<file path="config.mk">
export PLATFORM = sky130hd
export DESIGN_NAME = store_buffer
export DESIGN_NICKNAME = d
export VERILOG_FILES = /design/src/rtl/store_buffer.sv
export SDC_FILE = /design/constraint.sdc
export NUM_CORES = 1
export LEC_CHECK = 0
export CAP_MARGIN = 20
export CORE_MARGIN = 10
export CORE_UTILIZATION = 50
export CTS_BUF_LIST = sky130_fd_sc_hd__clkbuf_4
export DETAILED_ROUTE_END_ITERATION = 6
export HOLD_SLACK_MARGIN = 0.05
export PLACE_DENSITY_LB_ADDON = 0.15
export SYNTH_ARGS = -nofsm -noshare
export SYNTH_HDL_FRONTEND = slang
export SYNTH_SLANG_ARGS = --single-unit
</file>
<file path="constraint.sdc">
create_clock -name clk -period 5.1 [get_ports clk]
set_input_delay 1.02 -clock clk [delete_from_list [all_inputs] [get_ports clk]]
set_output_delay 1.02 -clock clk [all_outputs]
set_load 0.01 [all_outputs]
</file>
<file path="src/rtl/store_buffer.sv">
// store_buffer: MEM-stage store unit. It builds byte-lane replicated write data
// and strobes for SW/SH/SB, queues stores in a DEPTH-entry FIFO, and drains them
// over a req/addr_ok/data_ok bus with at most MAX_OUT writes in flight.
// Optional feature macro: UNALIGNED_TRAP_EN. When defined, misaligned stores
// raise st_ades and are dropped. When undefined, misaligned stores are
// force-aligned before they are queued.

package store_buffer_pkg;
    typedef struct packed {
        logic [31:0] addr;
        logic [1:0]  size;
        logic [3:0]  wstrb;
        logic [31:0] wdata;
    } sb_entry_t;
endpackage

module store_buffer
    import store_buffer_pkg::*;
#(
    parameter int unsigned DEPTH   = 4,
    parameter int unsigned MAX_OUT = 2
) (
    input  logic                       clk,
    input  logic                       resetn,
    input  logic                       st_valid,
    input  logic [1:0]                 st_op,
    input  logic [31:0]                st_addr,
    input  logic [31:0]                st_data,
    input  logic                       flush,
    output logic                       st_ready,
    output logic                       st_ades,
    output logic [31:0]                badvaddr,
    output logic                       mem_req,
    output logic                       mem_wr,
    output logic [1:0]                 mem_size,
    output logic [31:0]                mem_addr,
    output logic [3:0]                 mem_wstrb,
    output logic [31:0]                mem_wdata,
    input  logic                       mem_addr_ok,
    input  logic                       mem_data_ok,
    output logic [$clog2(DEPTH+1)-1:0] count,
    output logic                       drained
);

    localparam int unsigned PW = $clog2(DEPTH);
    localparam int unsigned CW = $clog2(DEPTH + 1);
    localparam int unsigned OW = $clog2(MAX_OUT + 1);

    localparam logic [1:0] OP_SW = 2'b01;
    localparam logic [1:0] OP_SH = 2'b10;
    localparam logic [1:0] OP_SB = 2'b11;

    sb_entry_t         fifo_q [DEPTH];
    logic [PW-1:0]     wr_ptr_q;
    logic [PW-1:0]     rd_ptr_q;
    logic [CW-1:0]     count_q;
    logic [OW-1:0]     out_q;

    sb_entry_t         new_entry;
    sb_entry_t         head;
    logic              trap;
    logic              enq;
    logic              deq;
    logic              dok;

    // Request decode: lane replication, size, strobes and the address to queue
    always_comb begin
        new_entry = '0;
        case (st_op)
            OP_SW: begin
`ifdef UNALIGNED_TRAP_EN
                new_entry.addr = st_addr;
`else
                new_entry.addr = {st_addr[31:2], 2'b00};
`endif
                new_entry.size  = 2'd2;
                new_entry.wstrb = 4'b1111;
                new_entry.wdata = st_data;
            end
            OP_SH: begin
`ifdef UNALIGNED_TRAP_EN
                new_entry.addr = st_addr;
`else
                new_entry.addr = {st_addr[31:1], 1'b0};
`endif
                new_entry.size  = 2'd1;
                new_entry.wstrb = st_addr[1] ? 4'b1100 : 4'b0011;
                new_entry.wdata = {st_data[15:0], st_data[15:0]};
            end
            OP_SB: begin
                new_entry.addr  = st_addr;
                new_entry.size  = 2'd0;
                new_entry.wstrb = 4'b0001 << st_addr[1:0];
                new_entry.wdata = {4{st_data[7:0]}};
            end
            default: new_entry = '0;
        endcase
    end

`ifdef UNALIGNED_TRAP_EN
    logic misaligned;

    // Misalignment detect; raised regardless of flush or FIFO space
    always_comb begin
        misaligned = 1'b0;
        if (st_op == OP_SW) misaligned = (st_addr[1:0] != 2'b00);
        if (st_op == OP_SH) misaligned = st_addr[0];
    end

    assign trap     = st_valid && misaligned;
    assign st_ades  = trap;
    assign badvaddr = trap ? st_addr : 32'h0;
`else
    assign trap     = 1'b0;
    assign st_ades  = 1'b0;
    assign badvaddr = 32'h0;
`endif

    assign st_ready = (count_q < CW'(DEPTH));
    assign enq      = st_valid && (st_op != 2'b00) && st_ready && !flush && !trap;

    assign head      = fifo_q[rd_ptr_q];
    assign mem_req   = (count_q != '0) && (out_q < OW'(MAX_OUT));
    assign mem_wr    = 1'b1;
    assign mem_addr  = head.addr;
    assign mem_size  = head.size;
    assign mem_wstrb = head.wstrb;
    assign mem_wdata = head.wdata;

    assign deq = mem_req && mem_addr_ok;
    // data_ok with nothing in flight is a protocol error and is dropped
    assign dok = mem_data_ok && (out_q != '0);

    assign count   = count_q;
    assign drained = (count_q == '0) && (out_q == '0);

    // Entry storage, written at the write pointer on enqueue
    always_ff @(posedge clk or negedge resetn) begin
        if (!resetn) begin
            for (int i = 0; i < DEPTH; i++) fifo_q[i] <= '0;
        end else if (enq) begin
            fifo_q[wr_ptr_q] <= new_entry;
        end
    end

    // Pointers, occupancy and in-flight write counter
    always_ff @(posedge clk or negedge resetn) begin
        if (!resetn) begin
            wr_ptr_q <= '0;
            rd_ptr_q <= '0;
            count_q  <= '0;
            out_q    <= '0;
        end else begin
            if (enq) wr_ptr_q <= wr_ptr_q + PW'(1);
            if (deq) rd_ptr_q <= rd_ptr_q + PW'(1);
            case ({enq, deq})
                2'b10:   count_q <= count_q + CW'(1);
                2'b01:   count_q <= count_q - CW'(1);
                default: count_q <= count_q;
            endcase
            case ({deq, dok})
                2'b10:   out_q <= out_q + OW'(1);
                2'b01:   out_q <= out_q - OW'(1);
                default: out_q <= out_q;
            endcase
        end
    end

endmodule

</file>
==> results.py <==
metrics = {
    "die": {
        "coreArea_sq_um": 27600,
        "dieArea_sq_um": 34900,
        "io_pins": 182,
        "num_rows": 61,
        "initial_core_util_pct": 50.4,
        "die_x_um": 187,
        "die_h_um": 187,
    },
    "timing": {
        "setup_viol": 0,
        "fin_crit_sh_pct": 80.7,
        "min_period_ns": 4.12,
        "hold_violations": 0,
        "relSlewSlack_pct": 31.3,
        "fmax_mhz": 243,
        "fin_setup_tns_ns": 0,
        "fin_skew_ns": 0.0531,
        "final_max_slew_viol_count": 0,
        "worstMarginPinSlew_ns": 1.02,
        "rsz0062_at_grt": "false",
    },
    "cts": {
        "path_clk_slew_ns": 0.06,
        "htreeDepth": 3,
        "cts_buffers": 79,
        "clockBufferDepth": 3,
        "root_buffer": "clkbuf_4",
        "ctsHoldBuffers": 0,
        "cts_resized": 0,
        "clock_latency_ns": 0.70,
        "numClockSinks": 289,
        "tritoncts": "built",
        "postCtsSetupBuffers": 0,
    },
    "logic_synthesis": {
        "synth_edf_count": 0,
        "ys_types": 39,
        "ys_ff_latch": 289,
        "synth-seq-area-share_pct": 52.0,
        "synth_flop_cell": "dfrtp_1",
        "synth_area_sq_um": 13900,
        "avgSynthCellArea_sq_um": 16.4,
        "yosysWarnings": 0,
        "ys_async_sr_fraction_pct": 100,
        "syn-instance-count": 849,
    },
    "final_layout": {
        "drive_gt1_share_pct": 45.9,
        "nNetsFinal": 1118,
        "synthToLayoutAreaGrowth_pct": 18.5,
        "mostFrequentLayoutCells": "dfrtp_1, mux2_2, clkdlybuf4s50_1",
        "final_common_cell": "dfrtp_1",
        "final_util_pct": 59.7,
    },
    "global_routing": {
        "antenna_found_initial": 2,
        "grt_max_degree": 125,
        "grt_pass1_vias": 8994,
        "overflow": 0,
        "grt_pass1_wl_um": 51100,
        "track_usage_pct": 18.2,
    },
    "place": {
        "finalWeightedCongestion": 0.745,
        "dp_hpwl_um": 20000,
        "port_buffers": 147,
    },
    "detailed_routing": {
        "drc": 0,
        "drt_wl_total_um": 31400,
        "via_per_inst": 5.37,
        "ant_nets": 0,
        "wire_per_inst_um": 21.3,
        "vias": 7922,
        "dr.first_iter.drc_count": 461,
        "dr.pass1.iters": 4,
    },
    "critical_path": {
        "criticalPathCategory": "reg2out",
        "crit_fanout": 37,
        "startpoint_type": "flop",
        "worstPathRequired_ns": 4.08,
        "crit_arrival_ns": 3.10,
        "cp-end-kind": "primary output",
    },
    "outcome": {
        "status": "finished, final reports clean",
    },
    "power": {
        "powerDensity_nw_per_um2": 632,
        "ir_drop_mv": 0.338,
        "p_leak_nw": 7.45,
    },
    "worst_hold_path": {
        "min_path_type": "in2async",
    },
    "flow_run": {
        "drv_cap": 0,
    },
}
cell families (layout without fill, tap and decap cells):
kind of cell	after synthesis	after routing	share of synthesized area (%)
xor gates and xnor gates	9	9	0.566
other	2	35	0.0540
AOI/OAI and AO/OA	47	47	2.81
muxes	358	358	36.3
DFF	289	289	52.0
buffers and inverters	109	323	5.49
adders and majority gates	7	7	0.683
and+or+nand+nor	28	28	2.13
final timing paths:
kind / start / to / slack [ns] / cells past startpoint
max: rd_ptr_q[0] / mem_wdata[12] / 0.98 / 3
min: resetn / fifo_q[48] / 0.43 / 1
max reg2reg: count[2] / count[2] / 2.19 / 8
min reg2reg: fifo_q[124] / fifo_q[124] / 0.48 / 1
max in group asynchronous: resetn / fifo_q[164] / 3.47 / 2
min in group clk: fifo_q[124] / fifo_q[124] / 0.48 / 1
power breakdown:
group	switching (W)	total, W	leakage, nW	internal, W
Combinational	0.00149	0.00425	3.21	0.00277
Clock	0.000965	0.00206	0.585	0.00109
Sequential	0.000740	0.00411	3.65	0.00337
Total	0.00319	0.0104	7.45	0.00723
through the flow:
| stage | power, W | std cells | setup WS, ns | area [sq um] | hold WS, ns |
|---|---|---|---|---|---|
| floorplan | 0.00667 | 881 | 2.28 | 14000 | 0.452 |
| global placement | 0.00839 | 1336 | 1.51 | 15500 | 0.463 |
| detailed placement | 0.00848 | 1336 | 1.46 | 15500 | 0.469 |
| CTS | 0.0106 | 1473 | 0.837 | 16500 | 0.426 |
| global route | 0.0111 | 1474 | 0.753 | 16500 | 0.437 |
| finish | 0.0104 | 1474 | 0.982 | 16500 | 0.428 |
cells in the mapped netlist, types with 2 or more instances:
cell	number	area, sq um
nand4_4	4	85.1
mux2_4	62	931
buf_4	38	285
a22o_1	22	193
nor3b_1	2	15.0
buf_2	13	65.1
inv_1	18	67.6
conb_1	2	7.51
dfrtp_1	289	7230
o21a_1	3	22.5
xor2_1	4	35.0
a21oi_1	2	10.0
buf_6	26	293
o31ai_1	8	60.1
mux4_2	70	1580
nor2b_1	3	18.8
nor4_4	4	85.1
nor2_1	3	11.3
mux2_2	214	2410
o41ai_1	8	70.1
xnor2_1	5	43.8
ha_1	6	75.1
nand3_1	2	10.0
nor3_1	3	15.0
mux2_1	11	124
o221ai_1	2	17.5
clkbuf_1	13	48.8
critical path, stage by stage (launching register included):
cell             delay, ns
dfrtp_4               0.98
buf_4                 0.37
mux4_2                0.56
clkdlybuf4s50_1       0.51
metal layers:
metal  up-vias  global-route usage (%)  wire length, um
met5         -                       0                7
met4         2                    5.68              580
met3        55                    5.85             2110
met2       213                    28.6            14800
met1      4117                    23.7            13800
li1       3535                       -                -
layout make-up:
class,instances,area [sq um]
timing repair buffer,168,1670
sequential,289,7240
antenna,1,2.50
clock inverter,28,180
fill,2244,11100
clock buffer,109,818
multi-input combinational,483,6040
inverter,18,67.6
tap,378,473
flip-flops by register name, summed over array words and instances, names as in the netlist:
| signal | count |
|---|---|
| fifo_q | 280 |
| out_q | 2 |
| count | 3 |
| rd_ptr_q | 2 |
| wr_ptr_q | 2 |
(Power assumes the default switching activity.)
